File: src/rtl/clk_rst_seq.sv
// clk_rst_seq: power-up / recovery sequencer for the board clock and reset tree.
// Pulses DCM and PLL resets, waits for each lock (timeout + retry), then
// releases DDR2 and Wishbone domain resets in order with a programmable gap.
// Loss of lock or a soft reset request restarts the sequence.
//
// Ports:
//   sys_clk_pad_i  free-running board clock
//   rst_n_pad_i    async active-low reset
//   dcm_locked_i   DCM LOCKED (async, synchronised here)
//   pll_locked_i   PLL LOCKED (async, synchronised here)
//   soft_rst_i     one-cycle synchronous restart request
//   dcm_rst_o      DCM reset, active high
//   pll_rst_o      PLL reset, active high
//   ddr2_rst_o     DDR2 domain reset, active high
//   wb_rst_o       Wishbone domain reset, active high
//   ready_o        all domains out of reset
//   fail_o         retries exhausted, sticky until reset/soft reset
//   state_o        current state encoding
//   retry_cnt_o    timeouts since last RUN
//   lockloss_cnt_o lock-loss events, saturating
module clk_rst_seq #(
  parameter int unsigned RST_PULSE_CYCLES = 16,
  parameter int unsigned LOCK_TIMEOUT     = 65535,
  parameter int unsigned RELEASE_GAP      = 16,
  parameter int unsigned MAX_RETRIES      = 7,
  parameter int unsigned CNT_W            = 16
) (
  input  logic       sys_clk_pad_i,
  input  logic       rst_n_pad_i,
  input  logic       dcm_locked_i,
  input  logic       pll_locked_i,
  input  logic       soft_rst_i,
  output logic       dcm_rst_o,
  output logic       pll_rst_o,
  output logic       ddr2_rst_o,
  output logic       wb_rst_o,
  output logic       ready_o,
  output logic       fail_o,
  output logic [2:0] state_o,
  output logic [3:0] retry_cnt_o,
  output logic [7:0] lockloss_cnt_o
);

  localparam int unsigned STATE_W = 3;
  localparam int unsigned RETRY_W = 4;
  localparam int unsigned LOSS_W  = 8;

  localparam logic [2:0] ST_PULSE    = 3'd0;
  localparam logic [2:0] ST_WAIT_DCM = 3'd1;
  localparam logic [2:0] ST_WAIT_PLL = 3'd2;
  localparam logic [2:0] ST_DDR_REL  = 3'd3;
  localparam logic [2:0] ST_WB_REL   = 3'd4;
  localparam logic [2:0] ST_RUN      = 3'd5;
  localparam logic [2:0] ST_FAIL     = 3'd6;

  localparam logic [CNT_W-1:0]   PULSE_LAST   = CNT_W'(RST_PULSE_CYCLES - 1);
  localparam logic [CNT_W-1:0]   TIMEOUT_LAST = CNT_W'(LOCK_TIMEOUT - 1);
  localparam logic [CNT_W-1:0]   GAP_LAST     = CNT_W'(RELEASE_GAP - 1);
  localparam logic [RETRY_W-1:0] RETRY_MAX    = RETRY_W'(MAX_RETRIES);
  localparam logic [LOSS_W-1:0]  LOSS_SAT     = '1;

  logic               dcm_meta, dcm_s, pll_meta, pll_s;
  logic [STATE_W-1:0] state_q, state_d;
  logic [CNT_W-1:0]   cnt_q, cnt_d;
  logic [RETRY_W-1:0] retry_q, retry_d;
  logic [LOSS_W-1:0]  loss_q, loss_d;
  logic               timeout, lock_lost;
  logic               dcm_rst_d, pll_rst_d, ddr2_rst_d, wb_rst_d, ready_d, fail_d;

  // Two-flop synchronisers for the asynchronous lock inputs
  always_ff @(posedge sys_clk_pad_i or negedge rst_n_pad_i) begin
    if (!rst_n_pad_i) begin
      dcm_meta <= 1'b0;
      dcm_s    <= 1'b0;
      pll_meta <= 1'b0;
      pll_s    <= 1'b0;
    end else begin
      dcm_meta <= dcm_locked_i;
      dcm_s    <= dcm_meta;
      pll_meta <= pll_locked_i;
      pll_s    <= pll_meta;
    end
  end

  // Next state, counters and output decode of the state being entered
  always_comb begin
    state_d   = state_q;
    cnt_d     = cnt_q + CNT_W'(1);
    retry_d   = retry_q;
    loss_d    = loss_q;
    timeout   = 1'b0;
    lock_lost = 1'b0;

    case (state_q)
      ST_PULSE: begin
        if (cnt_q == PULSE_LAST) begin
          state_d = ST_WAIT_DCM;
          cnt_d   = '0;
        end
      end
      ST_WAIT_DCM: begin
        if (dcm_s) begin
          state_d = ST_WAIT_PLL;
          cnt_d   = '0;
        end else if (cnt_q == TIMEOUT_LAST) begin
          timeout = 1'b1;
        end
      end
      ST_WAIT_PLL: begin
        if (!dcm_s) begin
          lock_lost = 1'b1;
        end else if (pll_s) begin
          state_d = ST_DDR_REL;
          cnt_d   = '0;
        end else if (cnt_q == TIMEOUT_LAST) begin
          timeout = 1'b1;
        end
      end
      ST_DDR_REL: begin
        if (!dcm_s || !pll_s) begin
          lock_lost = 1'b1;
        end else if (cnt_q == GAP_LAST) begin
          state_d = ST_WB_REL;
          cnt_d   = '0;
        end
      end
      ST_WB_REL: begin
        cnt_d = '0;
        if (!dcm_s || !pll_s) begin
          lock_lost = 1'b1;
        end else begin
          state_d = ST_RUN;
        end
      end
      ST_RUN: begin
        cnt_d = cnt_q;
        if (!dcm_s || !pll_s) begin
          lock_lost = 1'b1;
        end
      end
      ST_FAIL: begin
        cnt_d = cnt_q;
      end
      default: begin
        state_d = ST_PULSE;
        cnt_d   = '0;
      end
    endcase

    // A timeout retries from PULSE until the retry budget is spent
    if (timeout) begin
      cnt_d = '0;
      if (retry_q < RETRY_MAX) begin
        retry_d = retry_q + RETRY_W'(1);
        state_d = ST_PULSE;
      end else begin
        state_d = ST_FAIL;
      end
    end

    if (lock_lost) begin
      state_d = ST_PULSE;
      cnt_d   = '0;
      if (loss_q != LOSS_SAT) begin
        loss_d = loss_q + LOSS_W'(1);
      end
    end

    if (state_d == ST_RUN) begin
      retry_d = '0;
    end

    // Soft reset overrides every other event in the same cycle
    if (soft_rst_i) begin
      state_d = ST_PULSE;
      cnt_d   = '0;
      retry_d = '0;
      loss_d  = loss_q;
    end

    dcm_rst_d  = 1'b1;
    pll_rst_d  = 1'b1;
    ddr2_rst_d = 1'b1;
    wb_rst_d   = 1'b1;
    ready_d    = 1'b0;
    fail_d     = 1'b0;
    case (state_d)
      ST_WAIT_DCM: dcm_rst_d = 1'b0;
      ST_WAIT_PLL: begin
        dcm_rst_d = 1'b0;
        pll_rst_d = 1'b0;
      end
      ST_DDR_REL: begin
        dcm_rst_d  = 1'b0;
        pll_rst_d  = 1'b0;
        ddr2_rst_d = 1'b0;
      end
      ST_WB_REL: begin
        dcm_rst_d  = 1'b0;
        pll_rst_d  = 1'b0;
        ddr2_rst_d = 1'b0;
        wb_rst_d   = 1'b0;
      end
      ST_RUN: begin
        dcm_rst_d  = 1'b0;
        pll_rst_d  = 1'b0;
        ddr2_rst_d = 1'b0;
        wb_rst_d   = 1'b0;
        ready_d    = 1'b1;
      end
      ST_FAIL: fail_d = 1'b1;
      default: ;
    endcase
  end

  // State, counters and registered outputs
  always_ff @(posedge sys_clk_pad_i or negedge rst_n_pad_i) begin
    if (!rst_n_pad_i) begin
      state_q    <= ST_PULSE;
      cnt_q      <= '0;
      retry_q    <= '0;
      loss_q     <= '0;
      dcm_rst_o  <= 1'b1;
      pll_rst_o  <= 1'b1;
      ddr2_rst_o <= 1'b1;
      wb_rst_o   <= 1'b1;
      ready_o    <= 1'b0;
      fail_o     <= 1'b0;
    end else begin
      state_q    <= state_d;
      cnt_q      <= cnt_d;
      retry_q    <= retry_d;
      loss_q     <= loss_d;
      dcm_rst_o  <= dcm_rst_d;
      pll_rst_o  <= pll_rst_d;
      ddr2_rst_o <= ddr2_rst_d;
      wb_rst_o   <= wb_rst_d;
      ready_o    <= ready_d;
      fail_o     <= fail_d;
    end
  end

  assign state_o        = state_q;
  assign retry_cnt_o    = retry_q;
  assign lockloss_cnt_o = loss_q;

endmodule

File: config.mk
export PLATFORM = sky130hd
export DESIGN_NAME = clk_rst_seq
export DESIGN_NICKNAME = d
export VERILOG_FILES = /design/src/rtl/clk_rst_seq.sv
export SDC_FILE = /design/constraint.sdc
export NUM_CORES = 1
export LEC_CHECK = 0
export BUFFER_PORTS_ARGS = -buffer_cell sky130_fd_sc_hd__clkbuf_2
export CAP_MARGIN = 20
export CORE_MARGIN = 2
export CORE_UTILIZATION = 40
export DETAILED_ROUTE_END_ITERATION = 8
export SLEW_MARGIN = 25
export SYNTH_ARGS = -nofsm -noshare
export SYNTH_HDL_FRONTEND = slang
export SYNTH_SLANG_ARGS = --single-unit
File: constraint.sdc
create_clock -name sys_clk_pad_i -period 2 [get_ports sys_clk_pad_i]
set_clock_uncertainty 0.05 [all_clocks]
set_input_delay 0.3 -clock sys_clk_pad_i [delete_from_list [all_inputs] [get_ports sys_clk_pad_i]]
set_output_delay 0.3 -clock sys_clk_pad_i [all_outputs]
set_load 0.1 [all_outputs]
**Yosys cells after proc, flatten, opt, wreduce, memory -nomap -nowiden**

Index checks and enable logic that the tools add are counted.

- Add/sub/neg operators: 3
- Magnitude comparators: 1
- Equality and inequality tests: 17
- Mux-type cells: 39
- Bitwise operators: 1
- Reductions and logical operators: 14

Operator list:

| kind | count |
|---|---|
| 16-bit 2-to-1 mux | 8 |
| 16-bit one-hot mux with 5 select lines | 1 |
| 3-bit 2-to-1 mux | 11 |
| 3-bit == test, second input constant | 7 |
| 3-bit one-hot mux with 6 select lines | 1 |
| 16-bit by 1-bit adder with 16-bit output, second input constant | 1 |
| 16-bit == test, second input constant | 1 |
| 16-bit by 4-bit == test with 1-bit output, second input constant | 1 |
| 4-bit 2-to-1 mux | 4 |
| 3-bit by 2-bit == test with 1-bit output, second input constant | 4 |
| 1-bit 2-to-1 mux | 12 |
| 8-bit by 1-bit adder with 8-bit output, second input constant | 1 |
| 8-bit != test, second input constant | 1 |
| 3-bit by 1-bit == test with 1-bit output, second input constant | 2 |
| 3-bit nonzero test | 2 |
| 3-bit OR reduction | 2 |
| 5-bit OR reduction | 1 |
| 4-bit by 1-bit adder with 4-bit output, second input constant | 1 |
| 4-bit by 3-bit less-than comparator with 1-bit output, second input constant | 1 |
| 4-bit by 1-bit != test with 1-bit output, second input constant | 1 |
| 1-bit one-hot mux with 2 select lines | 2 |
| 2-bit OR reduction | 2 |
| 4-bit OR reduction | 1 |
| 3-bit logical NOT | 1 |
| 5 further kinds | 6 |

- Register bits after elaboration: 41
- Input bits: 5
- Output and inout port bits: 21
- Word-level logic and storage cells: 89

**Logic depth before layout (Yosys ltp)**

- Depth after elaboration: 11
- Mapped depth: 10
- Depth with buffers taken out: 8

**Worst setup path after synthesis**

No wires, ideal clock.

- Kind: reg-to-reg
- From: register state_q[0], in the netlist state_o[0]
- To: register cnt_q[11]
- Setup time: 0.104 ns
- Arrival: 2.454 ns
- Data required time: 1.846 ns
- Path slack: -0.608 ns
- Stages on the path, launching flop included: 9
- Path buffers: 3
- Clock period less this slack: 2.608 ns
- Path through: dfrtp_1 buf_6 nand2b_1 nor3b_1 o211a_1 buf_4 a2111o_1 clkbuf_1 o311ai_1

- Word-level cells in the longest chain between the ends: 6
- Elaborated cells between the ends (all ways): 16
- Those cells by class: eq/ne: 7; mux: 6; reduce/logical: 3

Ends and longest elaborated chain:

| what | line | text |
|---|---|---|
| from (decl) | 63 | `logic [STATE_W-1:0] state_q, state_d;` |
| from (signal assigned) | 230 | `state_q <= state_d;` |
| 3-bit == test | 94 | `case (state_q)` |
| 2-bit OR reduction (no source line) | -- |  |
| 16-bit one-hot mux with 5 select lines | 94 |  |
| 16-bit 2-to-1 mux | 151 | `if (timeout) begin` |
| 16-bit 2-to-1 mux | 161 | `if (lock_lost) begin` |
| 16-bit 2-to-1 mux | 174 | `if (soft_rst_i) begin` |
| to (signal assigned) | 231 | `cnt_q <= cnt_d;` |
| to (decl) | 64 | `logic [CNT_W-1:0] cnt_q, cnt_d;` |

Parallel ways exist; a longest one is shown, timed or not.
A chain may end at the register's enable or synchronous reset.

**Final worst setup path**

- From: register cnt_q[12]
- To: register retry_q[1], in the netlist retry_cnt_o[1]

- Word-level cells in the longest chain between the ends: 10
- Elaborated cells between the ends (all ways): 19
- Those cells by class: eq/ne: 3; mux: 13; reduce/logical: 3

Ends and longest elaborated chain:

| what | line | text |
|---|---|---|
| 16-bit == test | 105, 115 |  |
| 1-bit 2-to-1 mux | 105, 115 |  |
| 1-bit 2-to-1 mux | 112 | `end else if (pll_s) begin` |
| 1-bit 2-to-1 mux | 110 | `if (!dcm_s) begin` |
| 1-bit one-hot mux with 2 select lines | 94 |  |
| 3-bit 2-to-1 mux | 151 |  |
| 3-bit 2-to-1 mux | 161 |  |
| 3-bit == test | 169 | `if (state_d == ST_RUN) begin` |
| 3-bit nonzero test (no source line) / 4-bit 2-to-1 mux (equally long branches) | -- |  |
| 2-bit AND reduction (no source line) / 4-bit 2-to-1 mux (equally long branches) | -- |  |
| to (signal assigned) | 232 | `retry_q <= retry_d;` |
| to (decl) | 65 | `logic [RETRY_W-1:0] retry_q, retry_d;` |

Parallel ways exist; a longest one is shown, timed or not.

==> results.ini <==
[outcome]
status = finished with violations
violations = negative hold slack, negative setup slack

[clock_tree]
cts-buffers-inserted = 5
clk_pin_slew_ns = 0.09
ctsHoldBuffers = 0
cts-root-buf = clkbuf_8
clk_latency_ns = 0.31
cts_htree_levels = 2
clkSinkCount = 41
clockBufferDepth = 2
cts_tree = yes

[floorplanning]
die_w_um = 78.8
initial_core_util_pct = 41.1
dieArea_sq_mm = 0.00620
num_rows = 27
ios = 26
floorplan.die.height_um = 78.8
core_sq_mm = 0.00544

[worst_hold_path]
hold_class = in2async

[worst_setup_path]
path_class = reg2reg
path_max_fanout = 6
endpoint_kind = flip-flop
cp-start-kind = flip-flop
worstPathArrival_ns = 2.31
cp.required_ns = 2.12

[synth]
netlist_top_cells_area = dfrtp_1, nand2_1, dfstp_2, xnor2_1, nand3_1
ys_seq_area_share_pct = 46.1
yosysUniqueCellTypes = 53
synthesis.area_sq_mm = 0.00224
synth_top_area_cell = dfrtp_1
synth_top_area_share_pct = 41.4
ys_ff_latch = 41
syn_nets = 229
syn_inst = 220
yosysWarnings = 0
avgSynthCellArea_sq_um = 10.2

[global_route]
grt_max_degree = 42
grt_usage_pct = 18.4
grt_pass1_vias = 1944
antenna_found_initial = 0
grt_pass1_wl_um = 8940
grt.overflow.total = 0

[sta]
finalHoldViolCount = 3
grt_setup_unrepaired = true
min_period_ns = 2.19
setup_viol = 27
worst_pin_slew_ns = 0.548
timing.fmax_mhz = 457
post-route-period-util_pct = 110
slew_headroom_pct = 63.6
maxSlewViolCount = 0
holdWs_ns = -0.00351
setup_ws_ns = -0.191

[drt]
viasPerCell = 5.21
route.antenna.remaining_nets = 0
wl_um = 5350
firstDrtPassIters = 4
avgRoutedWirePerCell_um = 14.2
drt_iter0_drc = 81
drc = 0
vias = 1968

[pwr]
power_w = 0.00155
ir_drop_mv = 0.312
p_leak_nw = 1.40
p_per_area_mw_per_mm2 = 479

[place]
dp_hpwl_um = 3600
placed_area_sq_mm = 0.00283
globalplace.congestion = 0.838
dp_worst_setup_slack_ns = -0.321
io_buffer_count = 25

[finish]
drive_above_1_share_pct = 52.9
fin_nets = 314
syn_to_final_growth_pct = 44.5
fillCellCount = 484
final_area_sq_mm = 0.00323
diodes = 0

[job]
cap_viol_max_count = 0

-- cells in the mapped netlist (all sizes together) --
cell type	n
and2	1
a211oi	4
nand2	33
and4	1
or3	3
nand2b	3
a2111o	1
nor2	12
nand3	15
and4b	1
maj3	1
xnor2	10
mux2i	4
o21ai	10
nand3b	1
inv	6
nor4	3
nor2b	2
a22oi	1
a21oi	6
a31oi	1
o221ai	1
clkbuf	3
a22o	1
mux2	1
o311ai	4
dfstp	4
a21o	1
o211ai	2
a211o	2
o311a	1
xor2	4
dfrtp	37
ha	4
nand4	6
a2111oi	1
o211a	1
and3	6
nor3b	3
o21a	1
buf	6
a311oi	4
nor3	8
-- stage by stage --
step,TNS [ns],util [%],cells
3_3_place_gp,-5.57,51.9,358
4_1_cts,-3.52,56.2,373
5_1_grt,-5.64,59.4,378
2_1_floorplan,-3.30,-,220
3_5_place_dp,-6.78,51.9,358
6_report,-3.34,59.4,378
-- registers in the layout (all words and copies together), names as in the netlist --
signal and count:
cnt_q 16, dcm_meta 1, dcm_rst_o 1, dcm_s 1, ddr2_rst_o 1, fail_o 1
lockloss_cnt_o 8, pll_meta 1, pll_rst_o 1, pll_s 1, ready_o 1, retry_cnt_o 4
state_o 3, wb_rst_o 1
-- what timing repair did --
action                                 4_1_cts  5_1_grt
endpoints found under the hold margin        0        0
buffers inserted                             6        5
resized for setup                           22       28
pin swaps                                   12       11
setup endpoints to repair                   29       29
cloned                                       1        0
-- final cells by class --
| cell class | instances | area (sq um) | area share (%) |
|---|---|---|---|
| multi-input combinational | 164 | 1300 | 40.3 |
| timing repair buffer | 87 | 666 | 20.6 |
| tap | 72 | 90.1 | 2.79 |
| inverter | 6 | 22.5 | 0.697 |
| clock inverter | 3 | 25.0 | 0.774 |
| clock buffer | 5 | 68.8 | 2.13 |
| sequential | 41 | 1060 | 32.8 |
-- final timing paths --
| kind | from | endpoint | slack (ns) | cells after the start |
|---|---|---|---|---|
| min in group sys_clk_pad_i | pll_locked_i | pll_meta | 0.05 | 1 |
| hold / removal | rst_n_pad_i | cnt_q[13] | -0.004 | 2 |
| max in group asynchronous | rst_n_pad_i | lockloss_cnt_o[1] | 1.49 | 2 |
| setup reg to reg | cnt_q[12] | retry_cnt_o[1] | -0.19 | 8 |
| hold reg to reg | pll_meta | pll_s | 0.30 | 0 |
| setup / recovery | cnt_q[12] | retry_cnt_o[1] | -0.19 | 8 |
-- logic make-up after synthesis --
| group | synth area share [%] |
|---|---|
| and+or+nand+nor | 22.7 |
| AOI/OAI and AO/OA | 16.2 |
| DFF | 46.1 |
| buffers and inverters | 4.53 |
| xor gates and xnor gates | 5.48 |
| muxes | 2.29 |
| adders and majority gates | 2.69 |
-- critical path: stages, from the launching register on --
cell	delay, ns
dfrtp_1	0.40
nor4_2	0.31
nand4_1	0.24
buf_4	0.21
a211o_4	0.26
a211oi_2	0.17
buf_4	0.20
buf_6	0.12
a311oi_2	0.09
-- metal layers --
layer	global-route usage [%]	up-vias	part of all wire, %
met2	31.5	30	51
met3	3.64	7	2.7
met5	0	-	0
li1	-	968	-
met1	23.3	963	45
met4	6.32	0	1.1
-- power by group --
group          internal (W)  switching [W]  leakage (nW)  total, W
logic             0.0000507      0.0000634         0.832  0.000114
clock network      0.000255       0.000334        0.0452  0.000588
registers          0.000838     0.00000717         0.523  0.000845
-- cell usage in the layout (no fill, tap or decap), types with 5 or more instances in the layout --
cell,count
buf_4,49
nand2_1,30
clkbuf_2,25
dfrtp_1,23
nand3_1,14
nor2_1,11
xnor2_1,10
buf_6,10
dfrtp_2,10
nand4_1,6
o21ai_2,6
inv_1,5
a21oi_1,5
nor3_2,5
clkbuf_8,5
(Power assumes the default switching activity.)
